$ cat src/rtl/uart_pkg.sv
// Shared UART definitions: FSM state encoding, parity modes and the baud divider helper.
// Used by the oversampled receiver and the matching transmitter.
package uart_pkg;

    typedef enum logic [2:0] {
        StIdle,
        StStart,
        StData,
        StParity,
        StStop
    } uart_state_e;

    localparam int unsigned PAR_NONE = 0;
    localparam int unsigned PAR_ODD  = 1;
    localparam int unsigned PAR_EVEN = 2;

    // Clocks per oversample tick, truncated; zero means the clock is too slow.
    function automatic int unsigned calc_div(input int unsigned freq, input int unsigned baud,
                                             input int unsigned os);
        return freq / (baud * os);
    endfunction

endpackage

$ cat src/rtl/uart_baud_tick.sv
// Oversample tick divider: one-cycle tick every DIV clocks, phase-reset by clear_i.
module uart_baud_tick #(
    parameter int unsigned DIV = 2
) (
    input  logic clk_i,
    input  logic rst_ni,
    input  logic clear_i,
    output logic tick_o
);

    localparam int unsigned CW = (DIV > 1) ? $clog2(DIV) : 1;

    logic [CW-1:0] cnt_q, cnt_d;

    always_comb begin
        tick_o = (cnt_q == CW'(DIV - 1));
        if (clear_i || tick_o) begin
            cnt_d = '0;
        end else begin
            cnt_d = cnt_q + 1'b1;
        end
    end

    always_ff @(posedge clk_i or negedge rst_ni) begin
        if (!rst_ni) begin
            cnt_q <= '0;
        end else begin
            cnt_q <= cnt_d;
        end
    end

endmodule

$ cat src/rtl/uart_rx_os.sv
// Oversampled UART receiver: 3-tap majority vote at bit centre, false-start rejection,
// configurable data width, parity and stop bits, with framing/parity error reporting.
module uart_rx_os
    import uart_pkg::*;
#(
    parameter int unsigned FREQ       = 50000000,
    parameter int unsigned BAUD       = 115200,
    parameter int unsigned OVERSAMPLE = 16,
    parameter int unsigned DATA_BITS  = 8,
    parameter int unsigned PARITY     = 0,
    parameter int unsigned STOP_BITS  = 1
) (
    input  logic                 clk,
    input  logic                 reset_n,
    input  logic                 in,
    output logic [DATA_BITS-1:0] data,
    output logic                 valid,
    output logic                 busy,
    output logic                 parity_err,
    output logic                 frame_err
);

    localparam int unsigned DIV = calc_div(FREQ, BAUD, OVERSAMPLE);
    localparam int unsigned C   = OVERSAMPLE / 2;
    localparam int unsigned SW  = $clog2(OVERSAMPLE);
    localparam int unsigned IW  = $clog2(DATA_BITS);

    if (DIV < 1) begin : g_bad_div
        $error("uart_rx_os: FREQ / (BAUD * OVERSAMPLE) must be at least 1");
    end
    if (OVERSAMPLE < 8 || (OVERSAMPLE % 2) != 0) begin : g_bad_os
        $error("uart_rx_os: OVERSAMPLE must be even and >= 8");
    end
    if (DATA_BITS < 5 || DATA_BITS > 9) begin : g_bad_dbits
        $error("uart_rx_os: DATA_BITS must be 5..9");
    end
    if (PARITY > PAR_EVEN || STOP_BITS < 1 || STOP_BITS > 2) begin : g_bad_frame
        $error("uart_rx_os: unsupported PARITY or STOP_BITS");
    end

    logic [1:0]           sync_q, sync_d;
    logic                 s_prev_q, s_prev_d;
    uart_state_e          state_q, state_d;
    logic [SW-1:0]        scnt_q, scnt_d, scnt_nxt;
    logic [1:0]           samp_q, samp_d;
    logic [IW-1:0]        idx_q, idx_d;
    logic                 stop2_q, stop2_d;
    logic [DATA_BITS-1:0] shreg_q, shreg_d;
    logic                 perr_q, perr_d;
    logic                 ferr_q, ferr_d;
    logic [DATA_BITS-1:0] data_q, data_d;
    logic                 valid_q, valid_d;
    logic                 busy_q, busy_d;
    logic                 parity_err_q, parity_err_d;
    logic                 frame_err_q, frame_err_d;

    logic s_in, tick, start_edge, tap_lo, tap_mid, commit, wrap, maj, par_exp;

    assign s_in = sync_q[1];

    uart_baud_tick #(
        .DIV (DIV)
    ) u_baud_tick (
        .clk_i   (clk),
        .rst_ni  (reset_n),
        .clear_i (start_edge),
        .tick_o  (tick)
    );

    always_comb begin
        sync_d     = {sync_q[0], in};
        s_prev_d   = s_in;
        start_edge = (state_q == StIdle) && !s_in && s_prev_q;

        // Taps are judged on the count the tick is about to produce, so tap C lands mid-bit.
        scnt_nxt = (scnt_q == SW'(OVERSAMPLE - 1)) ? '0 : scnt_q + 1'b1;
        tap_lo   = tick && (scnt_nxt == SW'(C - 1));
        tap_mid  = tick && (scnt_nxt == SW'(C));
        commit   = tick && (scnt_nxt == SW'(C + 1));
        wrap     = tick && (scnt_nxt == '0);
        maj      = (samp_q[0] & samp_q[1]) | (samp_q[0] & s_in) | (samp_q[1] & s_in);
        par_exp  = (^shreg_q) ^ (PARITY == PAR_ODD);

        state_d      = state_q;
        scnt_d       = tick ? scnt_nxt : scnt_q;
        samp_d       = samp_q;
        idx_d        = idx_q;
        stop2_d      = stop2_q;
        shreg_d      = shreg_q;
        perr_d       = perr_q;
        ferr_d       = ferr_q;
        data_d       = data_q;
        valid_d      = 1'b0;
        busy_d       = busy_q;
        parity_err_d = parity_err_q;
        frame_err_d  = frame_err_q;

        if (tap_lo) samp_d[0] = s_in;
        if (tap_mid) samp_d[1] = s_in;

        unique case (state_q)
            StIdle: begin
                if (start_edge) begin
                    state_d = StStart;
                    scnt_d  = '0;
                end
            end
            StStart: begin
                if (commit) begin
                    if (maj) begin
                        state_d = StIdle;
                    end else begin
                        busy_d  = 1'b1;
                        idx_d   = '0;
                        stop2_d = 1'b0;
                        perr_d  = 1'b0;
                        ferr_d  = 1'b0;
                    end
                end else if (busy_q && wrap) begin
                    state_d = StData;
                end
            end
            StData: begin
                if (commit) begin
                    shreg_d[idx_q] = maj;
                    if (idx_q == IW'(DATA_BITS - 1)) begin
                        state_d = (PARITY != PAR_NONE) ? StParity : StStop;
                    end else begin
                        idx_d = idx_q + 1'b1;
                    end
                end
            end
            StParity: begin
                if (commit) begin
                    perr_d  = maj ^ par_exp;
                    state_d = StStop;
                end
            end
            StStop: begin
                if (commit) begin
                    if (STOP_BITS == 2 && !stop2_q) begin
                        stop2_d = 1'b1;
                        ferr_d  = ferr_q | ~maj;
                    end else begin
                        // Leave half a bit early so a back-to-back start edge is caught.
                        valid_d      = 1'b1;
                        data_d       = shreg_q;
                        parity_err_d = perr_q;
                        frame_err_d  = ferr_q | ~maj;
                        busy_d       = 1'b0;
                        state_d      = StIdle;
                    end
                end
            end
            default: state_d = StIdle;
        endcase
    end

    always_ff @(posedge clk or negedge reset_n) begin
        if (!reset_n) begin
            sync_q       <= 2'b11;
            s_prev_q     <= 1'b1;
            state_q      <= StIdle;
            scnt_q       <= '0;
            samp_q       <= '0;
            idx_q        <= '0;
            stop2_q      <= 1'b0;
            shreg_q      <= '0;
            perr_q       <= 1'b0;
            ferr_q       <= 1'b0;
            data_q       <= '0;
            valid_q      <= 1'b0;
            busy_q       <= 1'b0;
            parity_err_q <= 1'b0;
            frame_err_q  <= 1'b0;
        end else begin
            sync_q       <= sync_d;
            s_prev_q     <= s_prev_d;
            state_q      <= state_d;
            scnt_q       <= scnt_d;
            samp_q       <= samp_d;
            idx_q        <= idx_d;
            stop2_q      <= stop2_d;
            shreg_q      <= shreg_d;
            perr_q       <= perr_d;
            ferr_q       <= ferr_d;
            data_q       <= data_d;
            valid_q      <= valid_d;
            busy_q       <= busy_d;
            parity_err_q <= parity_err_d;
            frame_err_q  <= frame_err_d;
        end
    end

    assign data       = data_q;
    assign valid      = valid_q;
    assign busy       = busy_q;
    assign parity_err = parity_err_q;
    assign frame_err  = frame_err_q;

endmodule

$ cat config.mk
export PLATFORM = sky130hd
export DESIGN_NAME = uart_rx_os
export DESIGN_NICKNAME = d
export VERILOG_FILES = /design/src/rtl/uart_pkg.sv /design/src/rtl/uart_baud_tick.sv /design/src/rtl/uart_rx_os.sv
export SDC_FILE = /design/constraint.sdc
export NUM_CORES = 1
export LEC_CHECK = 0
export CAP_MARGIN = 5
export CORE_ASPECT_RATIO = 0.7
export CORE_UTILIZATION = 30
export DETAILED_ROUTE_END_ITERATION = 8
export GPL_TIMING_DRIVEN = 1
export REMOVE_ABC_BUFFERS = 1
export SYNTH_ARGS = -nofsm -noshare
export SYNTH_HDL_FRONTEND = slang
export SYNTH_SLANG_ARGS = --single-unit
export TNS_END_PERCENT = 100
$ cat constraint.sdc
create_clock -name clk -period 2.6 [get_ports clk]
set_input_delay 0.26 -clock clk [delete_from_list [all_inputs] [get_ports clk]]
set_output_delay 0.26 -clock clk [all_outputs]
set_load 0.02 [all_outputs]
==> results of run 1 <==
-- critical path: cells and delay by family, from the launching register on --
family                     cells  cell delay, ps
AOI/OAI and AO/OA              1             250
adders and majority gates      1             280
DFF                            1             450
muxes                          1             380
and+or+nand+nor                3             820
-- per-stage QoR --
step	area, sq um	std cells	power [uW]	setup WS (ps)	hold slack [ps]
floorplan	2060	172	1110	533	-35.6
global placement	2330	282	1210	395	346
detailed placement	2330	282	1220	309	348
CTS	2420	290	1630	291	116
global route	2420	290	1710	196	160
finish	2420	290	1610	306	78.7
-- power groups by stage --
stage          registers [uW]  clock network (uW)  logic [uW]
4_1_cts                   825                 424         382
3_3_place_gp              831                   0         379
6_report                  825                 406         377
5_1_grt                   842                 447         422
2_1_floorplan             820                   0         291
3_5_place_dp              837                   0         380
-- metal layers --
| metal | wire length (microns) | GRT usage |
|---|---|---|
| met1 | 2140 | 0.182 |
| met2 | 1340 | 0.139 |
| met3 | 90 | 0.0322 |
| met4 | 54 | 0.0386 |
| met5 | 0 | 0 |
-- cell type report --
cell class / instances / share of cell area
clock inverters: 3 / 0.00725
repair buffers: 16 / 0.0621
flip-flops and latches: 41 / 0.426
clock buffers: 5 / 0.0285
well taps: 94 / 0.0487
inverters: 5 / 0.00776
multi-input cells: 126 / 0.420
-- registers in the layout (all words and copies together) (netlist names), 2 cells and up --
signal,cells
u_baud_tick.cnt_q,5
data,8
sync_q,2
state_q,3
shreg_q,8
samp_q,2
idx_q,3
scnt_q,4
-- cells in the mapped netlist (2+ instances only) --
| cell | instances |
|---|---|
| xor2_1 | 5 |
| inv_1 | 5 |
| xnor2_1 | 8 |
| mux2_2 | 12 |
| ha_1 | 8 |
| o21ai_0 | 4 |
| nor3_1 | 2 |
| nor4_1 | 7 |
| nand3_1 | 4 |
| o31ai_1 | 2 |
| clkbuf_1 | 3 |
| nand4_1 | 3 |
| nand2_1 | 9 |
| a21oi_1 | 6 |
| nand2b_1 | 7 |
| a211oi_1 | 2 |
| mux2_4 | 9 |
| a22o_1 | 2 |
| dfstp_2 | 3 |
| dfrtp_1 | 38 |
| nor2_1 | 15 |
-- logic make-up (layout without fill, tap and decap cells) --
logic type | count (synthesis) | count (layout) | share of synthesized area
AO/OA/AOI/OAI | 22 | 22 | 0.0780
XOR/XNOR | 13 | 13 | 0.0546
adder cells (fa/ha/maj) | 9 | 9 | 0.0528
buffers and inverters | 9 | 29 | 0.0198
flip-flops | 41 | 41 | 0.494
multiplexers | 21 | 21 | 0.130
AND/OR/NAND/NOR | 61 | 61 | 0.172
-- worst min path at each step --
| stage | cells after the start | slack, ps | to |
|---|---|---|---|
| 2_1_floorplan | 0 | -40 | busy |
| 3_3_place_gp | 0 | 350 | sync_q[1] |
| 3_5_place_dp | 0 | 350 | sync_q[1] |
| 4_1_cts | 1 | 120 | data[4] |
| 5_1_grt | 1 | 160 | data[3] |
| 6_report | 1 | 80 | data[4] |
==> impl_metrics.env, run 1 <==
export IMPL_drive_gt1_frac=0.204
export IMPL_nets=206
export IMPL_failed_checks="DRC"
export IMPL_synthesis_area_sq_mm=0.00209
export IMPL_viasPerCell=4.53
export IMPL_cts_made_buffers=5
export IMPL_clock_sinks=41
export IMPL_slew_headroom=0.402
export IMPL_clkLatencyLatePin_ps=300
export IMPL_seqPwrFrac=0.513
export IMPL_synthTopCellsByArea="dfrtp_1 46%, mux2_4 6.5%, mux2_2 6.5%, ha_1 4.8%, dfstp_2 3.8%"
export IMPL_hold_path_class="input port to async pin"
export IMPL_root_buffer="clkbuf_8"
export IMPL_finalSetupTns_ps=0
export IMPL_grt_pass1_vias=1234
export IMPL_cts_tree="yes"
export IMPL_r2r_start="scnt_q[0]"
export IMPL_synth_edff_count=0
export IMPL_drc=1
export IMPL_crit_fanout=9
export IMPL_synth_cells=176
export IMPL_grt_pass1_wl_microns=6240
export IMPL_routedWlPerCell_microns=12.5
export IMPL_clkTransAtPathRegs_ps=90
export IMPL_clock_path_buffers=2
export IMPL_hold_viol_final=0
export IMPL_synth_flop_cell="dfrtp_1"
export IMPL_io_pins=15
export IMPL_firstDrtPassIters=6
export IMPL_final_cell_mix="38 x dfrtp_1, 15 x nor2_1, 13 x clkdlybuf4s50_1"
export IMPL_drtIter0Drc=37
export IMPL_worst_clock_skew_ps=13.7
export IMPL_postSynth_asyncResetShare=1.00
export IMPL_p_per_area_mw_per_mm2=665
export IMPL_startpoint="scnt_q[0]"
export IMPL_postCtsHoldBufs=0
export IMPL_rsz0062_at_grt="no"
export IMPL_dieArea_sq_mm=0.00730
export IMPL_initial_core_util=0.310
export IMPL_portBuffers=14
export IMPL_gr_usage_all_layers=0.113
export IMPL_reg2reg_to="data[6]"
export IMPL_power_internal_uw=1070
export IMPL_path_cells="ha_1, nand2b_1, o211ai_4, nand3_4, or2_1, mux2_4"
export IMPL_num_antenna_cells=0
export IMPL_ff2ff_path_depth=6
export IMPL_endpoint_kind="flop"
export IMPL_grt_max_degree=42
export IMPL_ys_seq_elements=41
export IMPL_detail_route_antenna_nets=0
export IMPL_dp_hpwl_microns=2670
export IMPL_area_growth_pct=15.9
export IMPL_cts_htree_levels=2
export IMPL_slew_viol_final=0
export IMPL_ys_warnings_count=0
export IMPL_ir_worst_vdd_mv=0.220
export IMPL_swShare=0.332
export IMPL_overflow=0
export IMPL_period_needed_ps=2290
export IMPL_wl_microns=3620
export IMPL_min_period_over_period=0.882
export IMPL_nFillCells=674
export IMPL_p_switching_uw=534
export IMPL_final_util=0.359
export IMPL_setup_viol=0
export IMPL_cts_post_setup_buffers_inserted=0
export IMPL_synth_yosys_seq_area_share=0.494
export IMPL_cp_start_kind="flop"
export IMPL_fmax_mhz=436
export IMPL_gp_congestion=0.835
export IMPL_rrSetupSlack_ps=310
export IMPL_die_x_microns=102
export IMPL_rows=25
export IMPL_seqCellArea_sq_mm=0.00103
export IMPL_synth_top_area_share=0.456
export IMPL_multi_input_area_sq_mm=0.00101
export IMPL_synth_cell_types=43
export IMPL_p_clk_frac=0.252
export IMPL_slowest_delay_ps=460
export IMPL_path_class="flop to flop"
export IMPL_comb_power_share=0.234
export IMPL_layout_commonest_cell="dfrtp_1"
export IMPL_fp_coreArea_sq_mm=0.00673
export IMPL_drv_cap=0
export IMPL_crit_required_ps=2770
export IMPL_antenna_found_initial=0
export IMPL_outcome="complete, but fails checks"
export IMPL_synth_area_per_cell_sq_um=11.9
export IMPL_dr_total_vias=1315
export IMPL_p_leak_uw=0.00110
export IMPL_crit_slowest_cell="or2_1"
export IMPL_tightest_slew_ps=897
export IMPL_post_cts_resized=0
export IMPL_arrival_ps=2470
export IMPL_synth_top_area_cell="dfrtp_1"
export IMPL_crit_end="data[6]"
export IMPL_die_h_microns=71.8
Note: power is estimated with default switching activity, not from simulation.
==> inputs of run 2 (changes only) <==
- CORE_UTILIZATION: 30 -> 58
- PLACE_DENSITY: not set -> 0.79
- SLEW_MARGIN: not set -> 20
==> run 2 against run 1 <==
  * The flow now finishes without violations
  * Via count rose by 5.8%
  * Sequential share of layout area grew 0.60 points
  * Flip-flop and latch count did not move
  * Critical path type unchanged
  * Clock power is 23% higher
  * Global-route usage up 11 points
  * Critical endpoint is now data[2]
==> impl_metrics.env, run 2 (same netlist as run 1, synthesis figures left out) <==
export IMPL_outcome="completed"
export IMPL_worst_clock_skew_ps=10.1
export IMPL_nets=206
export IMPL_path_class="flop to flop"
export IMPL_gp_congestion=0.828
export IMPL_slew_viol_final=0
export IMPL_arrival_ps=2500
export IMPL_min_period_over_period=0.893
export IMPL_crit_required_ps=2780
export IMPL_cts_htree_levels=2
export IMPL_post_cts_resized=0
export IMPL_slowest_delay_ps=460
export IMPL_final_util=0.728
export IMPL_placed_cell_area_sq_mm=0.00227
export IMPL_ir_worst_vdd_mv=0.551
export IMPL_clock_sinks=41
export IMPL_fmax_mhz=431
export IMPL_clock_path_buffers=2
export IMPL_fp_coreArea_sq_mm=0.00328
export IMPL_hold_path_class="input port to async pin"
export IMPL_ff2ff_path_depth=6
export IMPL_setup_viol=0
export IMPL_endpoint_kind="flop"
export IMPL_hold_viol_final=0
export IMPL_overflow=0
export IMPL_drtIter0Drc=145
export IMPL_rows=17
export IMPL_fin_cells=243
export IMPL_rrSetupSlack_ps=280
export IMPL_gr_usage_all_layers=0.224
export IMPL_dp_hpwl_microns=2750
export IMPL_post_place_cells=235
export IMPL_root_buffer="clkbuf_8"
export IMPL_r2r_start="scnt_q[0]"
export IMPL_cts_tree="yes"
export IMPL_initial_core_util=0.637
export IMPL_layout_commonest_cell="dfrtp_1"
export IMPL_fin_area_sq_mm=0.00238
export IMPL_p_per_area_mw_per_mm2=720
export IMPL_slew_headroom=0.429
export IMPL_portBuffers=14
export IMPL_rsz0062_at_grt="no"
export IMPL_cts_made_buffers=5
export IMPL_cts_post_setup_buffers_inserted=0
export IMPL_firstDrtPassIters=4
export IMPL_grt_max_degree=42
export IMPL_clkTransAtPathRegs_ps=80
export IMPL_dr_total_vias=1391
export IMPL_postCtsHoldBufs=0
export IMPL_die_x_microns=73.7
export IMPL_num_antenna_cells=0
export IMPL_period_needed_ps=2320
export IMPL_wl_microns=3670
export IMPL_detail_route_antenna_nets=0
export IMPL_cp_num_buf_inv=0
export IMPL_antenna_found_initial=0
export IMPL_drive_gt1_frac=0.199
export IMPL_area_growth_pct=14.3
export IMPL_die_h_microns=52.2
export IMPL_clkLatencyLatePin_ps=290
export IMPL_drc=0
export IMPL_viasPerCell=5.72
export IMPL_io_pins=15
export IMPL_cp_start_kind="flop"
export IMPL_p_leak_uw=0.00111
export IMPL_crit_family="simple AND/OR/NAND/NOR gates"
export IMPL_drv_cap=0
export IMPL_dieArea_sq_mm=0.00384
export IMPL_path_cells="ha_1, nand2b_1, o211ai_4, nand3_4, or2_1, mux2_4"
export IMPL_tightest_slew_ps=857
export IMPL_grt_pass1_vias=1304
export IMPL_cp_depth=6
export IMPL_reg2reg_to="data[2]"
export IMPL_finalSetupTns_ps=0
export IMPL_routedWlPerCell_microns=15.1
export IMPL_crit_fanout=9
export IMPL_grt_pass1_wl_microns=6210
export IMPL_crit_slowest_cell="or2_1"
export IMPL_final_cell_mix="38 x dfrtp_1, 15 x nor2_1, 13 x clkdlybuf4s50_1"
## run 2: cell types whose count changed in the layout (fill, tap and decap cells not counted)
cell / delta
bufinv_16: +1
clkbuf_1: +1
clkinv_2: -2
clkinv_4: +1
clkinvlp_4: -1
## run 2: per-stage QoR
step	setup slack (ps)	power [uW]	hold WS [ps]
2_1_floorplan	533	1110	-35.6
3_3_place_gp	428	1190	346
3_5_place_dp	301	1220	347
4_1_cts	267	1730	107
5_1_grt	176	1810	157
6_report	279	1720	80.6
## run 2: worst max path at each step
stage	startpoint	endpoint	slack [ps]
after global placement	scnt_q[0]	data[7]	430
after detailed placement	scnt_q[0]	data[5]	300
after floorplan	scnt_q[0]	data[0]	530
after CTS	scnt_q[0]	data[2]	270
final	scnt_q[0]	data[2]	280
after global routing	scnt_q[0]	data[0]	180
## run 2: report_power, final
part           internal, uW  switching [uW]  total (uW)  leakage, uW
sequential              718             107         825     0.000544
clock                   288             213         501    0.0000554
combinational           171             219         390     0.000514
total                  1180             539        1720      0.00111
## run 2: metal layers
layer / share of wire / track usage / wire, microns / vias to the layer above
li1: - / - / - / 661
met1: 0.47 / 0.305 / 1730 / 685
met2: 0.46 / 0.356 / 1700 / 37
met3: 0.053 / 0.0519 / 193 / 8
met4: 0.013 / 0.0769 / 46 / 0
met5: 0 / 0 / 0 / -
## run 2: cell type report
cell class	instances	area (sq um)
fillers	229	892
multi-input cells	126	1010
well taps	47	58.8
flip-flops and latches	41	1030
inverters	5	18.8
clock buffers	6	72.6
repair buffers	16	150
clock inverters	2	38.8
